File: config.mk
export PLATFORM = sky130hd
export DESIGN_NAME = pipelined_segment_adder
export DESIGN_NICKNAME = d
export VERILOG_FILES = /design/src/rtl/pipelined_segment_adder.sv
export SDC_FILE = /design/constraint.sdc
export NUM_CORES = 1
export LEC_CHECK = 0
export ABC_AREA = 0
export BUFFER_PORTS_ARGS = -buffer_cell sky130_fd_sc_hd__buf_2
export CORE_UTILIZATION = 50
export DETAILED_ROUTE_END_ITERATION = 8
export PLACE_DENSITY = 0.73
export SYNTH_ARGS = -nofsm -noshare
export SYNTH_HDL_FRONTEND = slang
export SYNTH_SLANG_ARGS = --single-unit
File: constraint.sdc
create_clock -name clk -period 1.8 [get_ports clk]
set_input_delay 0.45 -clock clk [delete_from_list [all_inputs] [get_ports clk]]
set_output_delay 0.45 -clock clk [all_outputs]
set_load 0.01 [all_outputs]
File: src/rtl/pipelined_segment_adder.sv
// Pipelined unsigned adder: the carry ripples through WIDTH/SEG_W registered segments, one per stage.
// Define ADDER_SAT_EN to saturate the sum on overflow; by default the sum wraps mod 2^WIDTH.
module pipelined_segment_adder #(
  parameter int WIDTH = 8,
  parameter int SEG_W = 2
) (
  input  logic             clk,
  input  logic             rst,
  input  logic             in_valid,
  output logic             in_ready,
  input  logic [WIDTH-1:0] a,
  input  logic [WIDTH-1:0] b,
  output logic             out_valid,
  input  logic             out_ready,
  output logic [WIDTH-1:0] sum,
  output logic             carry_out
);

  localparam int STAGES = WIDTH / SEG_W;

`ifdef ADDER_SAT_EN
  localparam bit SAT = 1'b1;
`else
  localparam bit SAT = 1'b0;
`endif

  if (WIDTH < 2 || SEG_W < 1 || (WIDTH % SEG_W) != 0) begin : g_param_err
    $error("pipelined_segment_adder: WIDTH must be >= 2 and a multiple of SEG_W");
  end

  logic advance;
  assign advance  = !out_valid || out_ready;
  assign in_ready = advance;

  for (genvar k = 0; k < STAGES; k++) begin : g_stage
    logic [WIDTH-1:0] op_a, op_b, psum, nsum;
    logic             pcin, pvalid;
    logic [SEG_W:0]   seg;
    logic [WIDTH-1:0] ra, rb, rs;
    logic             rc, rv;
    logic             unused_ops;

    if (k == 0) begin : g_head
      assign op_a   = a;
      assign op_b   = b;
      assign psum   = '0;
      assign pcin   = 1'b0;
      assign pvalid = in_valid;
    end else begin : g_link
      assign op_a   = g_stage[k-1].ra;
      assign op_b   = g_stage[k-1].rb;
      assign psum   = g_stage[k-1].rs;
      assign pcin   = g_stage[k-1].rc;
      assign pvalid = g_stage[k-1].rv;
    end

    assign seg = {1'b0, op_a[k*SEG_W +: SEG_W]} + {1'b0, op_b[k*SEG_W +: SEG_W]}
               + {{SEG_W{1'b0}}, pcin};

    // Saturation only touches the final stage so latency is the same in both builds.
    always_comb begin
      nsum = psum;
      nsum[k*SEG_W +: SEG_W] = seg[SEG_W-1:0];
      if (SAT && (k == STAGES-1) && seg[SEG_W]) nsum = '1;
    end

    always_ff @(posedge clk) begin
      if (rst) begin
        rv <= 1'b0;
        rc <= 1'b0;
        rs <= '0;
        ra <= '0;
        rb <= '0;
      end else if (advance) begin
        rv <= pvalid;
        rc <= seg[SEG_W];
        rs <= nsum;
        ra <= op_a;
        rb <= op_b;
      end
    end

    // Already-consumed operand bits are dead; synthesis trims them.
    assign unused_ops = ^{ra, rb};
  end

  assign out_valid = g_stage[STAGES-1].rv;
  assign sum       = g_stage[STAGES-1].rs;
  assign carry_out = g_stage[STAGES-1].rc;

endmodule

==> results.toml, run 1 <==
[floorplanning]
die-area_um2 = 4983
die_height_um = 70.59
row_count = 24
initial_core_util_pct = 52.93
core_area_um2 = 4444
ios = 31
die_w_um = 70.59

[sta]
rsz0062_at_grt = "false"
setup-tns-final_ns = 0
hold_ws_ns = 0.3941
max_freq_ghz = 0.6427
slew_headroom_pct = 77.90
hold_viol_final = 0
post-route-period-util_pct = 86.44
worst_pin_slew_ns = 0.3315
fin_crit_ns = 1.556
finalSetupViolCount = 0
finalClockSkew_ns = 0.002898
timing.final.max_slew_violations = 0

[worst_hold_path]
worstHoldStart = "a[4]"
hold_end = "g_stage[0].ra[4]"
hold_path_class = "in2reg"
holdPathStages = 3

[clock_network]
cts_hold_repair.buffers = 0
clock_latency_ns = 0.30
ctsResizeCount = 0
clockBufferDepth = 2
cts.sinks = 52
cts_root_buf = "clkbuf_8"
cts_tree = "yes"
cts_buffers = 5
cts_max_level = 2
post-cts-setup-buffers = 0
clk_pin_slew_worst_paths_ns = 0.09

[worst_setup_path]
r2r_cells = 4
r2r_end = "g_stage[2].rs[5]"
rr_startpoint = "g_stage[1].ra[4]"
path_max_fanout = 2
start_kind = "register"
cp.required_ns = 2.02
crit_type = "reg2reg"
worstSetupEndpointType = "register"
regToRegSetupSlack_ns = 0.24
crit_arrival_ns = 1.77

[finish]
syn2layout_area_growth_pct = 11.28
fill_cells = 389
multi_input_area_um2 = 1126
final_util_pct = 58.90
n_antenna_cell = 0
drive_above_1_share_pct = 19.76
stdcell_area_um2 = 2618
fin_nets = 275
ff_latch_area_um2 = 1041

[outcome]
status = "finished, final reports clean"

[synthesis]
syn_inst = 221
syn_area_per_cell_um2 = 10.64
seq_area_frac_synth_pct = 44.26
ys.warnings.count = 0
syn_area_um2 = 2352
ys_seq_elements = 52
syn_nets = 249
synth_cell_type_count = 19

[pwr]
peakVddDrop_mv = 0.6666
p_sw_share_pct = 22.84
clkPwrFrac_pct = 32.0
p_leak_uw = 0.0009732
seqPwrFrac_pct = 58.5
power_frac_comb_pct = 9.6
p_switching_uw = 481.8
p_int_uw = 1628
p_per_area_nw_per_um2 = 806.0

[run]
cap_violations = 0

[global_routing]
grt_pass1_vias = 1517
grtUsageTotal_pct = 17.05
grt_max_degree = 72
overflow = 0
antenna_found_initial = 0
grt_pass1_wl_um = 6693

[detailed_routing]
dr_total_vias = 1544
wl_per_cell_um = 12.99
firstDrtPassIters = 4
wirelength_um = 3896
ant_nets = 0
drc = 0
viasPerCell = 5.147
drtIter0Drc = 65

[place]
dp_hpwl_um = 2459
port_buffers = 30
globalplace.congestion = 0.6915
place_area_um2 = 2527
-- layer usage --
metal	GRT usage (%)	wire length (µm)	share of wire [%]
met5	0	0	0
met3	5.128	120	3.1
met1	20.48	1919	49
met4	4.667	15	0.39
met2	29.88	1840	47
-- how the worst max path moves through the flow --
stage,slack (ns),to,depth (start not counted),startpoint
finish,0.24,g_stage[2].rs[5],4,g_stage[1].ra[4]
global route,0.10,g_stage[1].rs[3],4,g_stage[0].ra[2]
CTS,0.24,sum[7],4,g_stage[2].ra[6]
detailed placement,0.26,g_stage[2].rs[5],4,g_stage[1].ra[4]
global placement,0.31,sum[7],4,g_stage[2].ra[6]
floorplan,0.34,g_stage[1].rs[3],4,g_stage[0].ra[2]
-- stage by stage --
| step | total power [µW] | instances | worst slack, ns |
|---|---|---|---|
| global route | 2200 | 300 | 0.1015 |
| detailed placement | 1465 | 292 | 0.2614 |
| global placement | 1459 | 292 | 0.3105 |
| CTS | 2128 | 300 | 0.2418 |
| floorplan | 1403 | 221 | 0.3369 |
| finish | 2110 | 300 | 0.2441 |
-- power by group through the flow --
| stage | Sequential, µW | Clock, µW | Combinational, µW |
|---|---|---|---|
| 3_5_place_dp | 1260 | 0 | 204 |
| 2_1_floorplan | 1260 | 0 | 143 |
| 5_1_grt | 1240 | 731 | 229 |
| 4_1_cts | 1230 | 689 | 205 |
| 6_report | 1230 | 674 | 202 |
| 3_3_place_gp | 1260 | 0 | 201 |
-- registers in the layout, summed over array words and instances, names as in the netlist --
| register | flops |
|---|---|
| sum | 8 |
| g_stage.ra | 12 |
| carry_out | 1 |
| g_stage.rv | 3 |
| g_stage.rb | 12 |
| g_stage.rc | 3 |
| out_valid | 1 |
| g_stage.rs | 12 |
-- placed cells by master, fill, tap and decap left out --
cell type	count
nand2b_1	40
nor2b_4	1
a211oi_1	7
dfxtp_1	52
buf_2	30
a21oi_1	1
ha_1	1
inv_6	1
o21ai_0	17
inv_1	19
clkbuf_1	2
o21ai_1	2
buf_4	6
clkbuf_8	6
a211oi_2	4
buf_12	1
mux2i_1	21
nand4bb_1	19
fa_1	7
nor3b_1	11
-- cells in the mapped netlist, drive strengths merged --
master | number | share of area (%)
buf | 8 | 2.9
nand2b | 40 | 11
ha | 1 | 0.53
nand4bb | 19 | 9.1
mux2i | 21 | 8.9
nor2b | 1 | 0.58
nor3b | 11 | 3.5
o21ai | 19 | 4.0
dfxtp | 52 | 44
fa | 7 | 6.0
a211oi | 11 | 4.4
a21oi | 1 | 0.21
clkbuf | 10 | 1.6
inv | 20 | 3.4
-- critical path, stage by stage (launching register included) --
cell and delay, ns:
dfxtp_1 0.34, inv_1 0.06, fa_1 0.43, fa_1 0.44, a211oi_1 0.20
-- cells by family after synthesis --
kind of cell    share of synthesized area, %
simple gates                           23.83
flops                                  44.26
fa+ha+maj                              6.489
buf+inv                                7.872
compound gates                         8.617
mux                                    8.936
-- area by class of cell --
type	count	area share [%]
flip-flops and latches	52	39.77
clock buffers	8	3.442
inverters	20	3.059
well taps	52	2.486
repair buffers	37	8.222
multi-input cells	131	43.02
No activity file was read; power rests on OpenSTA's default activity.
==> inputs of run 2 (changes only) <==
--- a/config.mk
+++ b/config.mk
@@ -7,9 +7,9 @@
 export LEC_CHECK = 0
 export ABC_AREA = 0
 export BUFFER_PORTS_ARGS = -buffer_cell sky130_fd_sc_hd__buf_2
-export CORE_UTILIZATION = 50
+export CORE_UTILIZATION = 40
 export DETAILED_ROUTE_END_ITERATION = 8
-export PLACE_DENSITY = 0.73
+export PLACE_DENSITY = 0.61
 export SYNTH_ARGS = -nofsm -noshare
 export SYNTH_HDL_FRONTEND = slang
 export SYNTH_SLANG_ARGS = --single-unit
==> run 2 against run 1 <==
Clock power grew 0.9%; utilization shrank 11 points; largest cell class unchanged; clock skew grew 0.0024 ns.
==> results.toml, run 2 (synthesized netlist as in run 1, its figures left out) <==
[sta]
finalClockSkew_ns = 0.005311
slew_headroom_pct = 74.01
hold_viol_final = 0
rsz0062_at_grt = "false"
worst_pin_slew_ns = 0.3899
worst_slack_ns = 0.2520
setup-tns-final_ns = 0
finalSetupViolCount = 0
timing.final.max_slew_violations = 0
post-route-period-util_pct = 86.00
max_freq_ghz = 0.6460
fin_crit_ns = 1.548

[finish]
final_cell_mix = "dfxtp_1, nand2b_1, buf_2"
drive_above_1_share_pct = 20.08
top_regs = "g_stage.ra (12), g_stage.rb (12), g_stage.rs (12)"
multi_input_area_um2 = 1126
n_antenna_cell = 0
mostFrequentLayoutCell = "dfxtp_1"
fin_nets = 276
syn2layout_area_growth_pct = 13.19
ff_latch_area_um2 = 1041
stdcell_count = 321
fill_cells = 543

[outcome]
status = "finished, final reports clean"

[clock_network]
clock_latency_ns = 0.30
clk_pin_slew_worst_paths_ns = 0.09
cts_tree = "yes"
cts_buffers = 5
cts_root_buf = "clkbuf_8"
cts_hold_repair.buffers = 0
ctsResizeCount = 0
cts_max_level = 2
post-cts-setup-buffers = 0
clockBufferDepth = 2
cts.sinks = 52

[global_routing]
grt_pass1_wl_um = 7272
antenna_found_initial = 0
grt_pass1_vias = 1534
grtUsageTotal_pct = 15.14
grt_max_degree = 31
overflow = 0

[worst_setup_path]
critPathCapture = "sum[7]"
crit_arrival_ns = 1.77
max_stage_delay_ns = 0.45
cp.required_ns = 2.02
crit_cells = 4
cpMostUsedCell = "fa_1"
cp_num_buf_inv = 1
path_max_fanout = 2
crit_type = "reg2reg"
timing.critical_path.from = "g_stage[2].ra[6]"
r2r_cells = 4
regToRegSetupSlack_ns = 0.25
crit_chain = "inv_1 > fa_1 > fa_1 > a211oi_1"
r2r_end = "sum[7]"
start_kind = "register"
cpLargestDelayFamily = "adder cells"
rr_startpoint = "g_stage[2].ra[6]"
crit_path_top_delay_cell = "fa_1"
worstSetupEndpointType = "register"

[floorplanning]
initial_core_util_pct = 42.20
die_height_um = 78.69
row_count = 27
die_w_um = 78.69
die-area_um2 = 6191
ios = 31
core_area_um2 = 5574

[detailed_routing]
firstDrtPassIters = 4
dr_total_vias = 1554
wl_per_cell_um = 12.75
ant_nets = 0
viasPerCell = 4.841
drtIter0Drc = 54
wirelength_um = 4093
drc = 0

[place]
dp_hpwl_um = 2765
place_ws_ns = 0.2658
port_buffers = 30
dpl.cell_count = 313
globalplace.congestion = 0.6824

[pwr]
p_leak_uw = 0.0009825
peakVddDrop_mv = 0.4037
p_per_area_nw_per_um2 = 797.0

[worst_hold_path]
hold_path_class = "in2reg"

[run]
cap_violations = 0
run 2: worst register-to-register path: stages (launching register included):
cell and delay [ns]:
dfxtp_1 0.34, inv_1 0.06, fa_1 0.45, fa_1 0.43
a211oi_1 0.19
run 2: worst min-delay path by stage:
stage | endpoint | cells after the start | from | slack [ns]
global placement | out_valid | 2 | g_stage[2].rv | 0.43
global route | g_stage[0].rb[5] | 3 | b[5] | 0.39
finish | g_stage[0].rv | 3 | in_valid | 0.39
floorplan | out_valid | 2 | g_stage[2].rv | 0.43
CTS | g_stage[0].rv | 3 | in_valid | 0.38
detailed placement | out_valid | 2 | g_stage[2].rv | 0.45
run 2: through the flow:
step / utilization (%) / hold slack (ns) / area, µm² / power, µW
floorplan: - / 0.4255 / 2352 / 1403
global placement: 46.15 / 0.4334 / 2572 / 1468
detailed placement: 46.15 / 0.4489 / 2572 / 1473
CTS: 47.77 / 0.3834 / 2663 / 2147
global route: 47.77 / 0.3899 / 2663 / 2242
finish: 47.77 / 0.3862 / 2663 / 2122
run 2: cell type report:
| class | instances | area share (%) |
|---|---|---|
| Sequential cell | 52 | 39.10 |
| Multi-Input combinational cell | 131 | 42.29 |
| Clock buffer | 8 | 3.383 |
| Timing Repair Buffer | 38 | 8.835 |
| Inverter | 20 | 3.008 |
| Tap cell | 72 | 3.383 |
run 2: report_power, final:
group          internal, µW  switching (µW)
combinational           108             101
clock                   314             366
sequential             1210            22.8
run 2: layer usage:
layer / track usage, % / vias up / part of all wire (%)
met5: 0 / - / 0
met4: 5.556 / 0 / 1.4
met2: 25.65 / 27 / 47
li1: - / 800 / -
met3: 3.837 / 6 / 3.3
met1: 18.35 / 721 / 48
==> inputs of run 3 (changes only) <==
--- a/config.mk
+++ b/config.mk
@@ -7,9 +7,13 @@
 export LEC_CHECK = 0
 export ABC_AREA = 0
 export BUFFER_PORTS_ARGS = -buffer_cell sky130_fd_sc_hd__buf_2
-export CORE_UTILIZATION = 40
+export CELL_PAD_IN_SITES_DETAIL_PLACEMENT = 0
+export CELL_PAD_IN_SITES_GLOBAL_PLACEMENT = 2
+export CORE_MARGIN = 2
+export CORE_UTILIZATION = 37
+export CTS_CLUSTER_SIZE = 20
 export DETAILED_ROUTE_END_ITERATION = 8
-export PLACE_DENSITY = 0.61
+export PLACE_DENSITY = 0.81
 export SYNTH_ARGS = -nofsm -noshare
 export SYNTH_HDL_FRONTEND = slang
 export SYNTH_SLANG_ARGS = --single-unit
==> run 3 against run 2 <==
Combinational power down 4%; power up 0.41%; register-to-register slack better by 0.03 ns; highest routed layer unchanged; non-clock buffer count down 4; worst setup slack worse by 0.061 ns; critical path type is now reg2out; sequential share of layout area up 0.45 points.
==> results.toml, run 3 (synthesized netlist as in run 1, its figures left out) <==
[finish]
drive_above_1_share_pct = 19.26
top_regs = "g_stage.ra (12), g_stage.rb (12), g_stage.rs (12)"
mostFrequentLayoutCell = "dfxtp_1"
final_cell_mix = "dfxtp_1, nand2b_1, buf_2"
fin_nets = 272
stdcell_count = 321
syn2layout_area_growth_pct = 11.91
n_antenna_cell = 0
fill_cells = 637

[worst_setup_path]
worstSetupEndpointType = "output port"
cp.required_ns = 1.35
start_kind = "register"
r2r_end = "sum[7]"
critPathCapture = "in_ready"
rr_startpoint = "g_stage[2].ra[6]"
crit_type = "reg2out"
path_max_fanout = 17
regToRegSetupSlack_ns = 0.28
r2r_cells = 4
crit_arrival_ns = 1.16
timing.critical_path.from = "out_valid"

[detailed_routing]
ant_nets = 0
wirelength_um = 4106
viasPerCell = 4.773
drtIter0Drc = 95
firstDrtPassIters = 4
drc = 0
dr_total_vias = 1532
wl_per_cell_um = 12.79

[floorplanning]
die_height_um = 83.74
initial_core_util_pct = 37.69
row_count = 29
die_w_um = 83.74
core_area_um2 = 6241
die-area_um2 = 7012
ios = 31

[global_routing]
grt_pass1_wl_um = 7320
grt_pass1_vias = 1511
overflow = 0
grt.met2_usage_pct = 19.56
grt_use_met3_pct = 2.770
grtUsageTotal_pct = 12.86
grt_use_met1_pct = 17.73
top_usage_layer = "met2"
grt_max_degree = 72
antenna_found_initial = 0

[pwr]
p_per_area_nw_per_um2 = 809.4
p_leak_uw = 0.0009630
total_power_uw = 2131
peakVddDrop_mv = 0.3592

[sta]
rsz0062_at_grt = "false"
post-route-period-util_pct = 89.42
finalSetupViolCount = 0
max_freq_ghz = 0.6213
hold_viol_final = 0
slew_headroom_pct = 70.58
worst_pin_slew_ns = 0.4414
setup-tns-final_ns = 0
finalClockSkew_ns = 0.003805
timing.final.max_slew_violations = 0
fin_crit_ns = 1.609

[clock_network]
cts_tree = "yes"
cts_max_level = 2
cts.sinks = 52
clk_pin_slew_worst_paths_ns = 0.09
cts_hold_repair.buffers = 0
post-cts-setup-buffers = 0
ctsResizeCount = 0
cts_buffers = 5
cts_root_buf = "clkbuf_8"
clock_latency_ns = 0.30
clockBufferDepth = 2

[place]
dpl.cell_count = 314
port_buffers = 30
globalplace.congestion = 0.6775
dp_hpwl_um = 2480

[worst_hold_path]
worstHoldStart = "a[6]"
hold_path_class = "in2reg"

[outcome]
status = "finished, final reports clean"

[run]
cap_violations = 0
## run 3: cell types whose count changed in the layout (fill, tap and decap cells not counted), sizes merged
cell    change
buf         -4
clkbuf      -1
## run 3: worst min-delay path by stage
stage / depth (start not counted) / end
after floorplan: 2 / out_valid
after global placement: 2 / out_valid
after detailed placement: 2 / out_valid
after CTS: 3 / g_stage[0].ra[6]
after global routing: 3 / g_stage[0].rb[4]
final: 3 / g_stage[0].ra[6]
## run 3: through the flow
step                      worst slack, ns  util [%]  area [µm²]  hold WS (ns)
after floorplan                    0.3369         -        2352        0.4255
after global placement             0.3098     40.64        2536        0.4371
after detailed placement           0.2943     40.64        2536        0.4360
after CTS                          0.1618     42.18        2633        0.3872
after global routing               0.1317     42.18        2633        0.3995
final                              0.1905     42.18        2633        0.4000
## run 3: routing by layer
metal	vias to the layer above	part of all wire [%]
met1	717	50
met5	-	0
met4	0	1.9
li1	787	-
met3	7	3.1
met2	21	45
## run 3: where the power goes
group / internal, µW / switching (µW) / total, µW
sequential: 1210 / 23.0 / 1230
clock: 343 / 353 / 696
combinational: 102 / 99.2 / 201
## run 3: critical path, stage by stage (launching register included)
cell and delay, ns:
dfxtp_1 0.38, nor2b_4 0.21, inv_6 0.10, buf_2 0.15
## run 3: cell type report
cell class / instances / area, µm² / share of cell area, %
timing repair buffer: 34 / 192.7 / 7.319
inverter: 20 / 80.08 / 3.042
sequential: 52 / 1041 / 39.54
multi-input combinational: 131 / 1126 / 42.78
clock buffer: 7 / 96.34 / 3.660
tap: 77 / 96.34 / 3.660
